**config.mk**
```make
export PLATFORM = sky130hd
export DESIGN_NAME = alu32_seq
export DESIGN_NICKNAME = d
export VERILOG_FILES = /design/src/rtl/alu32_seq.sv
export SDC_FILE = /design/constraint.sdc
export NUM_CORES = 1
export LEC_CHECK = 0
export ABC_AREA = 1
export CAP_MARGIN = 20
export CORE_ASPECT_RATIO = 1.25
export CORE_UTILIZATION = 35
export DETAILED_ROUTE_END_ITERATION = 12
export HOLD_SLACK_MARGIN = 0.15
export PLACE_DENSITY = 0.72
export SLEW_MARGIN = 20
export SYNTH_ARGS = -nofsm -noshare
export SYNTH_HDL_FRONTEND = slang
export SYNTH_SLANG_ARGS = --single-unit
```
**constraint.sdc**
```tcl
create_clock -name clk -period 5 [get_ports clk]
set_input_delay 1 -clock clk [delete_from_list [all_inputs] [get_ports clk]]
set_output_delay 1 -clock clk [all_outputs]
set_load 0.1 [all_outputs]
```
**src/rtl/alu32_seq.sv**
```systemverilog
// alu32_seq: command sequencer that initiates operations on an alu32.
// It accepts tagged requests and screens out illegal ones before they reach
// the ALU. It holds operands for a fixed latency, then returns the captured
// result, high word and NZVC flags over a valid/ready response port.
module alu32_seq #(
    parameter int LATENCY = 1
) (
    input  logic        clk,
    input  logic        rst,
    // command port
    input  logic        cmd_valid,
    output logic        cmd_ready,
    input  logic [3:0]  cmd_op,
    input  logic [31:0] cmd_a,
    input  logic [31:0] cmd_b,
    input  logic [3:0]  cmd_tag,
    // ALU drive
    output logic [31:0] alu_a,
    output logic [31:0] alu_b,
    output logic [3:0]  alu_op,
    // ALU observation
    input  logic [31:0] alu_result,
    input  logic [31:0] alu_mul_hi,
    input  logic        alu_n,
    input  logic        alu_z,
    input  logic        alu_v,
    input  logic        alu_c,
    // response port
    output logic        rsp_valid,
    input  logic        rsp_ready,
    output logic [31:0] rsp_result,
    output logic [31:0] rsp_hi,
    output logic [3:0]  rsp_flags,
    output logic [3:0]  rsp_tag,
    output logic        rsp_err,
    output logic [15:0] done_count
);

    // The counter counts down to zero, so LATENCY cycles of hold need LATENCY-1.
    localparam logic [3:0] CntLoad = 4'(LATENCY - 1);

    localparam logic [3:0] OpDiv = 4'b0011;

    typedef enum logic [1:0] {
        IDLE = 2'd0,
        WAIT = 2'd1,
        RESP = 2'd2
    } state_t;

    state_t      state_q, state_d;
    logic [3:0]  cnt_q, cnt_d;
    logic [15:0] done_q, done_d;
    logic [31:0] alu_a_q, alu_a_d;
    logic [31:0] alu_b_q, alu_b_d;
    logic [3:0]  alu_op_q, alu_op_d;
    logic [31:0] rsp_result_q, rsp_result_d;
    logic [31:0] rsp_hi_q, rsp_hi_d;
    logic [3:0]  rsp_flags_q, rsp_flags_d;
    logic [3:0]  rsp_tag_q, rsp_tag_d;
    logic        rsp_err_q, rsp_err_d;

    logic        accept;
    logic        op_illegal;
    logic        div_zero;

    // Ready depends only on state, but is forced low for as long as reset is held.
    assign cmd_ready  = (state_q == IDLE) && !rst;
    assign accept     = cmd_valid && cmd_ready;
    assign op_illegal = (cmd_op[3:2] == 2'b11);
    assign div_zero   = (cmd_op == OpDiv) && (cmd_b == 32'd0);

    // Next-state logic: screen and launch commands, run the latency count, retire responses.
    always_comb begin
        state_d      = state_q;
        cnt_d        = cnt_q;
        done_d       = done_q;
        alu_a_d      = alu_a_q;
        alu_b_d      = alu_b_q;
        alu_op_d     = alu_op_q;
        rsp_result_d = rsp_result_q;
        rsp_hi_d     = rsp_hi_q;
        rsp_flags_d  = rsp_flags_q;
        rsp_tag_d    = rsp_tag_q;
        rsp_err_d    = rsp_err_q;

        case (state_q)
            IDLE: begin
                if (accept) begin
                    rsp_tag_d = cmd_tag;
                    if (op_illegal) begin
                        rsp_result_d = 32'd0;
                        rsp_hi_d     = 32'd0;
                        rsp_flags_d  = 4'b0000;
                        rsp_err_d    = 1'b1;
                        state_d      = RESP;
                    end else if (div_zero) begin
                        rsp_result_d = 32'hFFFF_FFFF;
                        rsp_hi_d     = 32'd0;
                        rsp_flags_d  = 4'b0000;
                        rsp_err_d    = 1'b1;
                        state_d      = RESP;
                    end else begin
                        alu_a_d  = cmd_a;
                        alu_b_d  = cmd_b;
                        alu_op_d = cmd_op;
                        cnt_d    = CntLoad;
                        state_d  = WAIT;
                    end
                end
            end
            WAIT: begin
                if (cnt_q == 4'd0) begin
                    rsp_result_d = alu_result;
                    rsp_hi_d     = alu_mul_hi;
                    rsp_flags_d  = {alu_n, alu_z, alu_v, alu_c};
                    rsp_err_d    = 1'b0;
                    state_d      = RESP;
                end else begin
                    cnt_d = cnt_q - 4'd1;
                end
            end
            RESP: begin
                if (rsp_ready) begin
                    done_d  = done_q + 16'd1;
                    state_d = IDLE;
                end
            end
            default: begin
                state_d = IDLE;
            end
        endcase
    end

    // State and datapath registers; reset clears everything and drops any in-flight command.
    always_ff @(posedge clk or posedge rst) begin
        if (rst) begin
            state_q      <= IDLE;
            cnt_q        <= 4'd0;
            done_q       <= 16'd0;
            alu_a_q      <= 32'd0;
            alu_b_q      <= 32'd0;
            alu_op_q     <= 4'd0;
            rsp_result_q <= 32'd0;
            rsp_hi_q     <= 32'd0;
            rsp_flags_q  <= 4'd0;
            rsp_tag_q    <= 4'd0;
            rsp_err_q    <= 1'b0;
        end else begin
            state_q      <= state_d;
            cnt_q        <= cnt_d;
            done_q       <= done_d;
            alu_a_q      <= alu_a_d;
            alu_b_q      <= alu_b_d;
            alu_op_q     <= alu_op_d;
            rsp_result_q <= rsp_result_d;
            rsp_hi_q     <= rsp_hi_d;
            rsp_flags_q  <= rsp_flags_d;
            rsp_tag_q    <= rsp_tag_d;
            rsp_err_q    <= rsp_err_d;
        end
    end

    assign rsp_valid  = (state_q == RESP);
    assign alu_a      = alu_a_q;
    assign alu_b      = alu_b_q;
    assign alu_op     = alu_op_q;
    assign rsp_result = rsp_result_q;
    assign rsp_hi     = rsp_hi_q;
    assign rsp_flags  = rsp_flags_q;
    assign rsp_tag    = rsp_tag_q;
    assign rsp_err    = rsp_err_q;
    assign done_count = done_q;

endmodule

```
==> results of run 1 <==
==> worst max-delay path, stage by stage (launching register included) <==
cell	delay, ns
dfrtp_1	0.44
clkinv_1	0.15
nor2_2	0.21
clkdlybuf4s50_1	1.20
==> cells by family after synthesis <==
kind of cell | Yosys count
AOI/OAI and AO/OA | 73
DFF | 163
buffers and inverters | 118
adders and majority gates | 3
xor gates and xnor gates | 15
muxes | 5
and+or+nand+nor | 428
==> layer usage <==
layer | wire length [um] | part of all wire | track usage
met5 | 0 | 0 | 0
met3 | 743 | 0.039 | 0.0407
met1 | 8110 | 0.43 | 0.238
met4 | 605 | 0.032 | 0.0828
met2 | 9490 | 0.50 | 0.317
==> area by class of cell <==
class | instances | area share
Inverter | 81 | 0.0287
Timing Repair Buffer | 311 | 0.290
Sequential cell | 163 | 0.380
Tap cell | 261 | 0.0304
Antenna cell | 1 | 0.000233
Multi-Input combinational cell | 524 | 0.217
Clock inverter | 12 | 0.0121
Clock buffer | 20 | 0.0416
==> synthesized netlist by cell type <==
library cell,number
buf_2,5
nand3_1,46
nor2_1,29
buf_1,6
nor3_1,2
nor2_4,1
nor2_2,3
o21ai_1,3
xor2_1,6
clkbuf_1,25
o21ai_0,66
nand2_1,340
nand2_2,2
o22ai_1,1
a21oi_1,2
inv_1,80
ha_1,3
nand4_1,3
buf_6,1
o21ai_2,1
nand3_2,1
dfrtp_1,163
clkinv_1,1
xnor2_1,9
nor3b_4,1
mux2_2,5
==> worst max path at each step <==
stage | from | to | cells past startpoint
3_3_place_gp | cmd_b[9] | rsp_hi[15] | 13
6_report | state_q[1] | rsp_valid | 3
2_1_floorplan | rst | cmd_ready | 1
3_5_place_dp | cmd_b[12] | rsp_hi[14] | 13
4_1_cts | state_q[1] | rsp_valid | 3
5_1_grt | state_q[1] | rsp_valid | 3
==> state kept, by name, summed over array words and instances, names as in the netlist, 4 cells and up <==
register	flops
cnt_q	4
done_count	16
rsp_result	32
alu_a	32
alu_b	32
rsp_tag	4
alu_op	4
rsp_hi	32
rsp_flags	4
==> per-stage QoR <==
| stage | utilization | hold slack (ns) | cell area [um2] | std cells | setup slack [ns] |
|---|---|---|---|---|---|
| floorplan | - | 0.499 | 6850 | 805 | 1.75 |
| global placement | 0.534 | 0.453 | 10100 | 1340 | 1.55 |
| detailed placement | 0.534 | 0.457 | 10100 | 1340 | 1.55 |
| CTS | 0.565 | 0.473 | 10700 | 1372 | 1.56 |
| global route | 0.565 | 0.488 | 10700 | 1373 | 1.48 |
| finish | 0.565 | 0.467 | 10700 | 1373 | 1.58 |
==> impl_metrics.py, run 1 <==
metrics = {
    "outcome": {
        "outcome": "finished, final reports clean",
    },
    "synth": {
        "synth-xor-area-share": 0.0192,
        "yosys-top-cells-area": "dfrtp_1 60%, nand2_1 19%, o21ai_0 4.8%, inv_1 4.4%, nand3_1 3.4%",
        "seq_area_frac_synth": 0.596,
        "synth_adder_area_share": 0.00548,
        "synth_compound_area_frac": 0.0541,
        "muxShareOfSynthArea": 0.00822,
        "ys_ff_latch": 163,
        "avgSynthCellArea_um2": 8.51,
        "postSynthCellCount": 805,
        "synth_top_area_share": 0.596,
        "synth_top_family_by_area": "simple AND/OR/NAND/NOR gates",
        "yosysUniqueCellTypes": 26,
        "yosys.area.top_type": "dfrtp_1",
        "synth-simple-area-share": 0.251,
        "ys_warn_count": 0,
        "synthesis.nets": 952,
        "syn_area_mm2": 0.00685,
    },
    "die": {
        "die_w_um": 127,
        "core-area_mm2": 0.0190,
        "die_h_um": 158,
        "io_pins": 303,
        "start_util": 0.361,
        "core.rowCount": 56,
        "dieArea_mm2": 0.0201,
    },
    "setup_path": {
        "cp.required_ns": 4.00,
        "path_max_fanout": 4,
        "r2r-start": "state_q[1]",
        "cp-start-kind": "register",
        "worst_setup_path_end_kind": "output pin",
        "cp_data_arrival_time_ns": 2.42,
        "reg2reg_slack_ns": 2.43,
        "r2r-end": "rsp_result[28]",
        "crit_type": "reg2out",
        "rr_worst_depth": 11,
    },
    "final_layout": {
        "nFillCells": 1728,
        "area_delta_synth_final_pct": 56.7,
        "nets": 1245,
        "layout_common_cells": "339 x nand2_1, 301 x clkdlybuf4s50_1, 163 x dfrtp_1, 79 x inv_1, 66 x o21ai_0",
        "drive_above_1_share": 0.0513,
        "seq_area_mm2": 0.00408,
        "multi_input_area_mm2": 0.00232,
        "layout_commonest_cell": "nand2_1",
    },
    "timing": {
        "worstMarginPinSlew_ns": 1.04,
        "min_period_ns": 3.42,
        "setup_viol": 0,
        "finalCritPeriodShare": 0.684,
        "finClkSkew_ns": 0.0110,
        "finalHoldViolCount": 0,
        "setup_tns_ns": 0,
        "rsz0062_at_grt": "no",
        "max_freq_mhz": 293,
        "slew_violations": 0,
        "max-slew-margin-rel": 0.301,
    },
    "hold_path": {
        "whs_endpoint": "rsp_result[30]",
        "min_path_type": "reg2reg",
        "hp-start": "rsp_result[30]",
        "min_path_cells": 2,
    },
    "clock_network": {
        "cts.clk_slew.worst_paths_ns": 0.06,
        "cts_resized": 0,
        "cts_setup_buffers": 0,
        "cts_buffer_depth": 2,
        "holdBufCountCts": 0,
        "cts_tree": "yes",
        "clk_latency_ns": 0.42,
        "cts.htree.levels": 4,
        "cts_sinks": 163,
        "cts_buffers": 17,
        "clk_root_buffer_cell": "clkbuf_16",
    },
    "global_routing": {
        "antenna_found_initial": 1,
        "grt_usage": 0.190,
        "gr-total-overflow": 0,
        "grt_pass1_wl_um": 29500,
        "grt_max_degree": 114,
        "first_global_vias": 5560,
    },
    "placed_design": {
        "place_congestion": 0.856,
        "dpl.hpwl_um": 13600,
        "port_buffers": 302,
    },
    "detailed_routing": {
        "first_pass_iters": 4,
        "drt_iter0_markers": 368,
        "ant_nets": 0,
        "wl_per_cell_um": 13.8,
        "drt-total-wl_um": 18900,
        "via_count": 5971,
        "vias_per_cell": 4.35,
        "drc": 0,
    },
    "job": {
        "drv_cap": 0,
    },
}
Power of run 1 is not shown: default switching activity piles up to over one toggle a cycle in this logic, so the estimate is an artifact.
==> run 2: changes to the inputs <==
--- a/config.mk
+++ b/config.mk
@@ -11,7 +11,7 @@
 export CORE_UTILIZATION = 35
 export DETAILED_ROUTE_END_ITERATION = 12
 export HOLD_SLACK_MARGIN = 0.15
-export PLACE_DENSITY = 0.72
+export PLACE_DENSITY = 0.69
 export SLEW_MARGIN = 20
 export SYNTH_ARGS = -nofsm -noshare
 export SYNTH_HDL_FRONTEND = slang
==> constraint.sdc (replaced) <==
create_clock -name clk -period 3.3 [get_ports clk]
set_input_delay 0.66 -clock clk [delete_from_list [all_inputs] [get_ports clk]]
set_output_delay 0.66 -clock clk [all_outputs]
set_load 0.1 [all_outputs]
==> run 2 against run 1 <==
Cell count is essentially flat. Hold slack gained 0.0035 ns. Cell area shrank 2.8%. First-iteration DRC count grew 1.6%. Non-clock buffer count grew 1. Highest routed layer unchanged. Wire length grew 0.67%. Global-route usage grew 0.12 points. Clock-buffer cell count is the same. Sequential share of layout area grew 1.1 points.
==> impl_metrics.py, run 2 (synthesis results as in run 1) <==
metrics = {
    "timing": {
        "finClkSkew_ns": 0.0114,
        "finalHoldViolCount": 0,
        "setup_viol": 0,
        "max-slew-margin-rel": 0.594,
        "finalCritPeriodShare": 0.697,
        "slew_violations": 0,
        "min_period_ns": 2.30,
        "worst_slack_ns": 0.999,
        "max_freq_mhz": 435,
        "setup_tns_ns": 0,
        "rsz0062_at_grt": "no",
        "worstMarginPinSlew_ns": 0.607,
    },
    "job": {
        "drv_cap": 0,
    },
    "clock_network": {
        "cts_buffer_depth": 2,
        "cts_resized": 0,
        "cts.clk_slew.worst_paths_ns": 0.06,
        "holdBufCountCts": 0,
        "cts_buffers": 17,
        "cts.htree.levels": 4,
        "clk_latency_ns": 0.42,
        "clk_root_buffer_cell": "clkbuf_16",
        "cts_sinks": 163,
        "cts_tree": "yes",
        "cts_setup_buffers": 0,
    },
    "global_routing": {
        "first_global_vias": 5676,
        "grt_pass1_wl_um": 29500,
        "grt_max_degree": 142,
        "gr-total-overflow": 0,
        "grt_usage": 0.191,
        "antenna_found_initial": 0,
    },
    "setup_path": {
        "cp-start-kind": "primary input",
        "path_common_cell": "nand2_1",
        "cpPeakStageDelay_ns": 0.51,
        "critical_path_buf_inv_count": 2,
        "crit_path_cell_trace": "clkdlybuf4s50_1 > nor3b_4 > o21ai_2 > nor2_4 > nand2_2 > buf_12 > nand2_1 > nand2_1",
        "cp_data_arrival_time_ns": 2.61,
        "critPathSlowestCell": "clkdlybuf4s50_1",
        "cp.required_ns": 3.61,
        "path_max_fanout": 55,
        "cp_top_family": "simple AND/OR/NAND/NOR gates",
        "crit_type": "in2reg",
        "worst_setup_path_end_kind": "register",
    },
    "detailed_routing": {
        "wl_per_cell_um": 13.9,
        "drt-total-wl_um": 19100,
        "vias_per_cell": 4.37,
        "first_pass_iters": 4,
        "drt_iter0_markers": 374,
        "via_count": 6000,
        "drc": 0,
        "ant_nets": 0,
    },
    "placed_design": {
        "dpl.hpwl_um": 13800,
        "place_congestion": 0.821,
        "pre_cts_ws_ns": 0.551,
        "port_buffers": 302,
    },
    "final_layout": {
        "nFillCells": 1771,
        "diodes": 0,
        "drive_above_1_share": 0.193,
        "layout_common_cells": "340 x nand2_1, 165 x buf_4, 163 x dfrtp_1, 143 x clkdlybuf4s50_1, 79 x inv_1",
        "layout_commonest_cell": "nand2_1",
        "nets": 1246,
        "area_delta_synth_final_pct": 52.4,
    },
    "outcome": {
        "outcome": "finished, final reports clean",
    },
    "die": {
        "io_pins": 303,
        "core.rowCount": 56,
        "die_w_um": 127,
        "core-area_mm2": 0.0190,
        "die_h_um": 158,
        "dieArea_mm2": 0.0201,
        "start_util": 0.361,
    },
    "hold_path": {
        "min_path_type": "reg2reg",
    },
}
-- run 2: changes by cell type in the layout (fill, tap and decap cells not counted), sizes merged --
cell,previous run,this run
buf,10,169
bufinv,2,5
clkdlybuf4s50,301,143
clkinv,6,3
clkinvlp,3,2
diode,1,0
-- run 2: stage by stage --
stage / utilization / area (um2) / cells / hold WS (ns)
after floorplan: - / 6850 / 805 / 0.499
after global placement: 0.515 / 9780 / 1341 / 0.455
after detailed placement: 0.515 / 9780 / 1341 / 0.459
after CTS: 0.549 / 10400 / 1372 / 0.475
after global routing: 0.549 / 10400 / 1372 / 0.487
final: 0.549 / 10400 / 1372 / 0.471
-- run 2: area by class of cell --
| class | count | area [um2] | share of cell area |
|---|---|---|---|
| multi-input cells | 524 | 2320 | 0.223 |
| well taps | 261 | 327 | 0.0313 |
| clock inverters | 11 | 200 | 0.0192 |
| repair buffers | 312 | 2750 | 0.264 |
| inverters | 81 | 308 | 0.0295 |
| clock buffers | 20 | 447 | 0.0428 |
| flip-flops and latches | 163 | 4080 | 0.391 |
-- run 2: path summary, 6_finish.rpt --
check / to / slack (ns) / from / depth (start not counted)
hold reg to reg: rsp_hi[7] / 0.47 / rsp_hi[7] / 2
setup reg to reg: rsp_hi[10] / 1.14 / state_q[1] / 9
hold / removal: rsp_hi[7] / 0.47 / rsp_hi[7] / 2
max in group asynchronous: rsp_result[3] / 1.75 / rst / 3
min in group asynchronous: done_count[6] / 0.78 / rst / 2
setup / recovery: rsp_hi[10] / 1.0 / rst / 8
-- run 2: tightest hold or removal path: cells and delay by family (launching register included) --
| family | cells | cell delay, ns |
|---|---|---|
| DFF | 1 | 0.34 |
| and+or+nand+nor | 2 | 0.10 |
-- run 2: metal layers --
layer | global-route usage | vias to the layer above | wire (um) | part of all wire
li1 | - | 3055 | - | -
met1 | 0.229 | 2733 | 8030 | 0.42
met2 | 0.323 | 169 | 9540 | 0.50
met3 | 0.0400 | 43 | 749 | 0.039
met4 | 0.105 | 0 | 748 | 0.039
met5 | 0 | - | 0 | 0
Power of run 2 is left out for the same reason.
